`config.mk`:
```
export PLATFORM = sky130hd
export DESIGN_NAME = ctrl_zoom
export DESIGN_NICKNAME = d
export VERILOG_FILES = /design/src/rtl/ctrl_zoom.sv
export SDC_FILE = /design/constraint.sdc
export NUM_CORES = 1
export LEC_CHECK = 0
export ABC_AREA = 1
export BUFFER_PORTS_ARGS = -buffer_cell sky130_fd_sc_hd__buf_2
export CORE_ASPECT_RATIO = 1.25
export CORE_MARGIN = 1.5
export CORE_UTILIZATION = 48
export DETAILED_ROUTE_END_ITERATION = 8
export PLACE_DENSITY = 0.67
export SYNTH_ARGS = -nofsm -noshare
export SYNTH_HDL_FRONTEND = slang
export SYNTH_SLANG_ARGS = --single-unit
```
`constraint.sdc`:
```
create_clock -name clk -period 7.05 [get_ports clk]
set_clock_uncertainty 0.1 [all_clocks]
set_input_delay 0 -clock clk [delete_from_list [all_inputs] [get_ports clk]]
set_output_delay 0 -clock clk [all_outputs]
set_load 0.03 [all_outputs]
```
`src/rtl/ctrl_zoom.sv`:
```
// Pixel-replication upscaler sequencer: reads each source pixel once and writes it
// as an FxF block (F = 1, 2 or 4) into the frame buffer, as a start/busy/done job.
module ctrl_zoom #(
    parameter int unsigned LARGURA    = 160,
    parameter int unsigned ALTURA     = 120,
    parameter int unsigned SRC_ADDR_W = 15,
    parameter int unsigned ADDR_W     = 19
) (
    input  logic                  clk,
    input  logic                  rst,
    input  logic                  start,
    input  logic [1:0]            fator,
    output logic                  busy,
    output logic                  done,
    output logic                  erro,
    output logic [SRC_ADDR_W-1:0] rd_addr,
    input  logic [7:0]            rd_data,
    output logic                  wr_en,
    output logic [ADDR_W-1:0]     wr_addr,
    output logic [7:0]            wr_data
);

    localparam int unsigned LIN_W = (ALTURA > 1) ? $clog2(ALTURA) : 1;
    localparam int unsigned COL_W = (LARGURA > 1) ? $clog2(LARGURA) : 1;
    localparam logic [LIN_W-1:0] LIN_LAST = LIN_W'(ALTURA - 1);
    localparam logic [COL_W-1:0] COL_LAST = COL_W'(LARGURA - 1);

    typedef enum logic [2:0] {
        IDLE    = 3'd0,
        LER     = 3'd1,
        CAPTURA = 3'd2,
        ESCREVE = 3'd3,
        FIM     = 3'd4
    } state_t;

    state_t             state;
    state_t             state_n;

    logic [1:0]         s;
    logic [1:0]         s_n;
    logic [LIN_W-1:0]   linha;
    logic [LIN_W-1:0]   linha_n;
    logic [COL_W-1:0]   coluna;
    logic [COL_W-1:0]   coluna_n;
    logic [1:0]         di;
    logic [1:0]         di_n;
    logic [1:0]         dj;
    logic [1:0]         dj_n;
    logic [7:0]         pix;
    logic [7:0]         pix_n;

    logic               busy_n;
    logic               done_n;
    logic               erro_n;
    logic               wr_en_n;
    logic [SRC_ADDR_W-1:0] rd_addr_n;
    logic [ADDR_W-1:0]  row_n;
    logic [ADDR_W-1:0]  wr_addr_n;
    logic [7:0]         wr_data_n;

    logic [1:0]         blk_last;
    logic               blk_end;
    logic               pix_last;
    logic               accept;

    // F-1 for the latched scale; s=log2(F) so F = 1<<s
    assign blk_last = 2'((3'd1 << s) - 3'd1);
    assign blk_end  = (di == blk_last) && (dj == blk_last);
    assign pix_last = (linha == LIN_LAST) && (coluna == COL_LAST);
    assign accept   = start && (fator != 2'b11);

    // State register
    always_ff @(posedge clk) begin
        if (rst) begin
            state <= IDLE;
        end else begin
            state <= state_n;
        end
    end

    // Next-state logic
    always_comb begin
        state_n = state;
        case (state)
            IDLE:    if (accept) state_n = LER;
            LER:     state_n = CAPTURA;
            CAPTURA: state_n = ESCREVE;
            ESCREVE: if (blk_end) state_n = pix_last ? FIM : LER;
            FIM:     state_n = IDLE;
            default: state_n = IDLE;
        endcase
    end

    // Next values of the counters and the captured pixel
    always_comb begin
        s_n      = s;
        linha_n  = linha;
        coluna_n = coluna;
        di_n     = di;
        dj_n     = dj;
        pix_n    = pix;
        case (state)
            IDLE: begin
                if (accept) begin
                    // fator encodes log2(F) directly for the legal values
                    s_n      = fator;
                    linha_n  = '0;
                    coluna_n = '0;
                    di_n     = '0;
                    dj_n     = '0;
                end
            end
            CAPTURA: begin
                pix_n = rd_data;
                di_n  = '0;
                dj_n  = '0;
            end
            ESCREVE: begin
                if (dj != blk_last) begin
                    dj_n = dj + 2'd1;
                end else begin
                    dj_n = '0;
                    if (di != blk_last) begin
                        di_n = di + 2'd1;
                    end else begin
                        di_n = '0;
                        if (coluna == COL_LAST) begin
                            coluna_n = '0;
                            linha_n  = linha + LIN_W'(1);
                        end else begin
                            coluna_n = coluna + COL_W'(1);
                        end
                    end
                end
            end
            default: ;
        endcase
    end

    // Output logic: computed from next-cycle state so the registered outputs line up with it
    always_comb begin
        busy_n    = (state_n != IDLE);
        done_n    = (state_n == FIM);
        erro_n    = (state == IDLE) && start && (fator == 2'b11);
        wr_en_n   = (state_n == ESCREVE);
        rd_addr_n = SRC_ADDR_W'(linha_n) * SRC_ADDR_W'(LARGURA) + SRC_ADDR_W'(coluna_n);
        // ((linha<<s)+di)*(LARGURA<<s) rewritten as a constant multiply followed by a shift
        row_n     = (ADDR_W'(linha_n) << s_n) + ADDR_W'(di_n);
        wr_addr_n = ((row_n * ADDR_W'(LARGURA)) << s_n)
                  + (ADDR_W'(coluna_n) << s_n) + ADDR_W'(dj_n);
        wr_data_n = pix_n;
    end

    // Datapath and output registers
    always_ff @(posedge clk) begin
        if (rst) begin
            s       <= '0;
            linha   <= '0;
            coluna  <= '0;
            di      <= '0;
            dj      <= '0;
            pix     <= '0;
            busy    <= 1'b0;
            done    <= 1'b0;
            erro    <= 1'b0;
            wr_en   <= 1'b0;
            rd_addr <= '0;
            wr_addr <= '0;
            wr_data <= '0;
        end else begin
            s       <= s_n;
            linha   <= linha_n;
            coluna  <= coluna_n;
            di      <= di_n;
            dj      <= dj_n;
            pix     <= pix_n;
            busy    <= busy_n;
            done    <= done_n;
            erro    <= erro_n;
            wr_en   <= wr_en_n;
            rd_addr <= rd_addr_n;
            wr_addr <= wr_addr_n;
            wr_data <= wr_data_n;
        end
    end

endmodule

```
==> results.py, run 1 <==
metrics = {
    "clock_network": {
        "cts_tree": "done",
        "clkLatencyLatePin_ps": 340,
        "cts_made_buffers": 9,
        "cts_sinks": 65,
        "path_clk_slew_ps": 60,
        "clock_path_buffers": 2,
        "cts_resized": 0,
        "post_cts_buffers": 0,
        "root_buffer": "clkbuf_16",
        "h-tree-depth": 3,
    },
    "logic_synthesis": {
        "synthArstFlopShare": 0,
        "ys.flop_type": "dfxtp_1",
        "yosysTopAreaCellShare": 0.239,
        "yosysSeqAreaShare": 0.239,
        "synth_area_sq_mm": 0.00544,
        "syn-num-nets": 885,
        "synth_edf_count": 0,
        "ys_ff_latch": 65,
        "syn_area_per_cell_sq_um": 6.66,
        "synth_cells": 816,
        "yosysTopAreaCell": "dfxtp_1",
        "ys_top_cells_by_area": "dfxtp_1 (24%), nand2_1 (12%), ha_1 (12%), inv_1 (6.8%), nand3_1 (6.3%)",
        "yosysUniqueCellTypes": 46,
        "synth_warnings": 0,
    },
    "sta": {
        "worst_pin_slew_ps": 942,
        "setup_viol": 0,
        "fmax_mhz": 159,
        "finalWorstSetupSlack_ps": 766,
        "fin_crit_sh": 0.891,
        "fin_tns_setup_ps": 0,
        "report.final.slew_viol_count": 0,
        "hold_violations": 0,
        "fin_crit_ps": 6280,
        "slew_headroom": 0.368,
        "rsz0062_at_grt": "no",
    },
    "setup_path": {
        "cp_data_arrival_time_ps": 6460,
        "cpPeakStageDelay_ps": 770,
        "path_class": "register to register",
        "crit_top_cell": "inv_1",
        "cp-end-kind": "register",
        "crit_family": "simple AND/OR/NAND/NOR gates",
        "cp.required_ps": 7220,
        "cp-start-kind": "register",
        "crit_fanout": 12,
        "slowest_stage": "o21ai_1",
        "critPathBufInv": 6,
    },
    "route": {
        "first_iter_violations": 171,
        "vias": 5322,
        "viasPerCell": 5.26,
        "drt_pre_antenna_iters": 5,
        "wl_per_cell_microns": 13.3,
        "wl_microns": 13500,
        "drc": 0,
        "antenna_left": 0,
    },
    "grt": {
        "antenna_found_initial": 0,
        "grt_max_degree": 38,
        "grt_pass1_vias": 5227,
        "grt_use_total": 0.235,
        "overflow": 0,
        "grt_pass1_wl_microns": 22900,
    },
    "power": {
        "power_density_mw_per_mm2": 224,
        "p_sw_frac": 0.381,
        "switchingPower_w": 0.000529,
        "seq_power_share": 0.297,
        "power_frac_comb": 0.351,
        "vdd_ir_drop_max_uv": 113,
        "power_leakage_nw": 3.20,
        "clkPwrFrac": 0.351,
        "internal-power_w": 0.000858,
        "total_power_w": 0.00139,
    },
    "placed_design": {
        "dp_hpwl_microns": 10400,
        "dpl-instance-area_sq_mm": 0.00577,
        "dpl_worst_slack_ps": 797,
        "io_buffers": 58,
        "place.gp.congestion": 0.930,
    },
    "final_layout": {
        "antennaDiodeCount": 0,
        "nNetsFinal": 941,
        "area_growth_pct": 13.8,
        "final_cell_mix": "nand2_1 (171), inv_1 (98), nor2_1 (85), nand3_1 (68), dfxtp_1 (65)",
        "layout_commonest_cell": "nand2_1",
        "drive_above_1_share": 0.172,
        "design_area_sq_mm": 0.00619,
    },
    "floorplanning": {
        "io-pin-count": 59,
        "die-height_microns": 122,
        "die_x_microns": 98.2,
        "rows": 43,
        "die_area_sq_mm": 0.0120,
        "core_sq_mm": 0.0111,
        "initial_core_util": 0.491,
    },
    "hold_path": {
        "hold_class": "primary input to register",
    },
    "flow_run": {
        "max-cap-violations": 0,
    },
    "run_status": {
        "outcome": "completed",
    },
}
-- layer usage --
layer  global-route usage  part of all wire  vias up
met5                    0                 0        -
met4                0.122             0.042        0
met3               0.0470             0.039       39
met2                0.431              0.50      125
met1                0.256              0.42     2383
li1                     -                 -     2775
-- cell usage after synthesis (5+ instances only) --
master	n
buf_4	7
inv_2	7
xnor2_1	6
o21ai_2	6
nand4_1	15
inv_1	98
o21ai_1	10
nand2_1	171
nand3_1	68
nor2_1	85
nor2_4	7
ha_1	51
clkbuf_1	9
nor2_2	9
dfxtp_1	65
a21oi_1	46
nor3_1	11
buf_2	6
xor2_1	12
nand2_2	26
a31oi_1	5
nand3_2	11
fa_1	5
o21ai_0	46
-- worst paths after layout --
check	from	to	slack (ps)	cells after the start
max	state[1]	wr_addr[18]	770	35
min	rst	rd_addr[5]	90	3
max reg2reg	state[1]	wr_addr[18]	770	35
min reg2reg	pix[3]	pix[3]	400	2
-- sequential cells by signal, indices dropped and copies added (netlist names) --
name	count
coluna	3
done	1
dj	2
wr_addr	19
erro	1
s	2
state	3
linha	7
pix	8
di	2
busy	1
rd_addr	15
wr_en	1
-- tightest hold or removal path: stages --
cell and delay (ps):
buf_2 100, buf_4 250, nor2_1 130
-- power by group through the flow --
stage / registers (W) / logic (W) / clock network [W]
finish: 0.000412 / 0.000487 / 0.000487
global route: 0.000416 / 0.000549 / 0.000514
CTS: 0.000412 / 0.000487 / 0.000495
detailed placement: 0.000420 / 0.000481 / 0
global placement: 0.000420 / 0.000473 / 0
floorplan: 0.000475 / 0.000323 / 0
-- kinds of logic after synthesis --
logic type / after synthesis / synth area share
flops: 65 / 0.239
xor+xnor: 18 / 0.0290
simple gates: 417 / 0.364
other cells: 1 / 0.000690
mux: 1 / 0.00184
fa+ha+maj: 56 / 0.136
buf+inv: 133 / 0.102
compound gates: 125 / 0.127
-- through the flow --
stage                util  hold slack (ps)  cells
CTS                 0.558             86.2   1012
global placement    0.520              123    986
global route        0.558              116   1012
floorplan               -             33.3    816
detailed placement  0.520              126    986
finish              0.558             85.1   1012
-- repair_timing --
| action | CTS | global route |
|---|---|---|
| setup endpoints to repair | 0 | 0 |
| endpoints found under the hold margin | 9 | 0 |
| hold buffers | 10 | 0 |
-- final cells by class --
type                    count  area [sq um]
inverters                 107           402
repair buffers             71           413
well taps                 135           169
fillers                  1066          4900
multi-input cells         618          3580
clock inverters             6          91.3
flip-flops and latches     65          1300
clock buffers              10           229
Note: power is estimated with default switching activity, not from simulation.
==> inputs of run 2 (changes only) <==
--- a/config.mk
+++ b/config.mk
@@ -12,6 +12,7 @@
 export CORE_UTILIZATION = 48
 export DETAILED_ROUTE_END_ITERATION = 8
 export PLACE_DENSITY = 0.67
+export SKIP_CTS_REPAIR_TIMING = 1
 export SYNTH_ARGS = -nofsm -noshare
 export SYNTH_HDL_FRONTEND = slang
 export SYNTH_SLANG_ARGS = --single-unit
==> constraint.sdc (replaced) <==
create_clock -name clk -period 7.75 [get_ports clk]
set_clock_uncertainty 0.1 [all_clocks]
set_input_delay 0 -clock clk [delete_from_list [all_inputs] [get_ports clk]]
set_output_delay 0 -clock clk [all_outputs]
set_load 0.03 [all_outputs]
==> run 2 against run 1 <==
Effect of this change: cell area decreased by 0.10%; global-route usage decreased by 0.51 points; power decreased by 8.5%; via count increased by 1.8%; maximum frequency increased by 0.48%; first-iteration DRC count increased by 54%; critical path type unchanged.
==> results.py, run 2 (synthesis gave the netlist of run 1 again) <==
metrics = {
    "clock_network": {
        "clkLatencyLatePin_ps": 340,
        "root_buffer": "clkbuf_16",
        "h-tree-depth": 3,
        "clock_path_buffers": 2,
        "cts_sinks": 65,
        "cts_made_buffers": 9,
        "cts_tree": "done",
        "path_clk_slew_ps": 60,
    },
    "floorplanning": {
        "io-pin-count": 59,
        "die-height_microns": 122,
        "die_area_sq_mm": 0.0120,
        "core_sq_mm": 0.0111,
        "rows": 43,
        "die_x_microns": 98.2,
        "initial_core_util": 0.491,
    },
    "sta": {
        "hold_violations": 0,
        "fin_crit_ps": 6250,
        "rsz0062_at_grt": "no",
        "worst_pin_slew_ps": 1140,
        "report.final.slew_viol_count": 0,
        "fmax_mhz": 160,
        "fin_crit_sh": 0.807,
        "slew_headroom": 0.237,
        "setup_viol": 0,
        "fin_tns_setup_ps": 0,
        "whs_ps": 113,
    },
    "setup_path": {
        "path_class": "register to register",
        "crit_top_cell": "ha_1",
        "slowest_stage": "nand2_2",
        "cp-end-kind": "register",
        "cp.required_ps": 7930,
        "cpPeakStageDelay_ps": 440,
        "rr_startpoint": "state[1]",
        "critPathBufInv": 4,
        "crit_fanout": 30,
        "cp-start-kind": "register",
        "setup.worst_path.start": "state[1]",
        "crit_family": "adder cells",
        "cp_data_arrival_time_ps": 6440,
    },
    "power": {
        "vdd_ir_drop_max_uv": 118,
        "p_sw_frac": 0.379,
        "power_frac_comb": 0.351,
        "internal-power_w": 0.000788,
        "seq_power_share": 0.296,
        "power_density_mw_per_mm2": 205,
        "power_leakage_nw": 3.19,
        "clkPwrFrac": 0.353,
        "total_power_w": 0.00127,
        "switchingPower_w": 0.000481,
    },
    "route": {
        "vias": 5417,
        "drc": 0,
        "antenna_left": 0,
        "drt_pre_antenna_iters": 7,
        "wl_microns": 13800,
        "wl_per_cell_microns": 13.7,
        "viasPerCell": 5.36,
        "first_iter_violations": 263,
    },
    "final_layout": {
        "design_area_sq_mm": 0.00618,
        "regMostFlops": "wr_addr",
        "final_cell_mix": "nand2_1 (171), inv_1 (98), nor2_1 (85), nand3_1 (68), dfxtp_1 (65)",
        "drive_above_1_share": 0.171,
        "fillers": 1051,
        "largest_reg_flops": 19,
        "layout_commonest_cell": "nand2_1",
        "antennaDiodeCount": 0,
        "area_growth_pct": 13.6,
        "nNetsFinal": 939,
        "largestRegisters": "wr_addr x19, rd_addr x15, pix x8",
    },
    "hold_path": {
        "hold_class": "primary input to register",
        "worstHoldStart": "rst",
    },
    "placed_design": {
        "dpl-instance-area_sq_mm": 0.00575,
        "place.gp.congestion": 0.932,
        "dp_hpwl_microns": 10500,
        "io_buffers": 58,
    },
    "grt": {
        "grt_pass1_wl_microns": 22500,
        "overflow": 0,
        "grt_max_degree": 38,
        "antenna_found_initial": 0,
        "grt_pass1_vias": 5087,
        "grt_use_total": 0.230,
    },
    "flow_run": {
        "max-cap-violations": 0,
    },
    "run_status": {
        "outcome": "completed",
    },
}
run 2: changes by cell type in the layout (fill, tap and decap cells not counted), sizes merged:
| cell | before | now |
|---|---|---|
| buf | 61 | 59 |
| clkinvlp | 0 | 1 |
| clkinv | 5 | 4 |
run 2: path summary, 6_finish.rpt:
check                endpoint  slack [ps]  depth (start not counted)
setup / recovery  wr_addr[13]        1500                         31
hold / removal       linha[2]         110                          2
setup reg to reg  wr_addr[13]        1500                         31
hold reg to reg        pix[1]         410                          2
run 2: power by group through the flow:
stage	combinational (W)	sequential, W	clock, W
floorplan	0.000294	0.000432	0
global placement	0.000430	0.000382	0
detailed placement	0.000437	0.000382	0
CTS	0.000439	0.000375	0.000455
global route	0.000496	0.000378	0.000468
finish	0.000445	0.000375	0.000448
run 2: layout make-up:
class / instances / area [sq um] / area share
inverters: 107 / 402 / 0.0650
repair buffers: 69 / 398 / 0.0644
flip-flops and latches: 65 / 1300 / 0.211
clock buffers: 10 / 239 / 0.0387
well taps: 135 / 169 / 0.0273
clock inverters: 6 / 90.1 / 0.0146
multi-input cells: 618 / 3580 / 0.579
run 2: layer usage:
layer  wire length (microns)  global-route usage  share of wire
met4                     360               0.103          0.026
met5                       0                   0              0
met2                    7170               0.433           0.52
met1                    5730               0.255           0.42
met3                     527              0.0344          0.038
run 2: stage by stage:
step | setup slack [ps] | instances | utilization
finish | 1500 | 1010 | 0.558
global route | 886 | 1010 | 0.558
CTS | 1510 | 1000 | 0.549
detailed placement | 1550 | 984 | 0.519
global placement | 1780 | 984 | 0.519
floorplan | 2270 | 816 | -
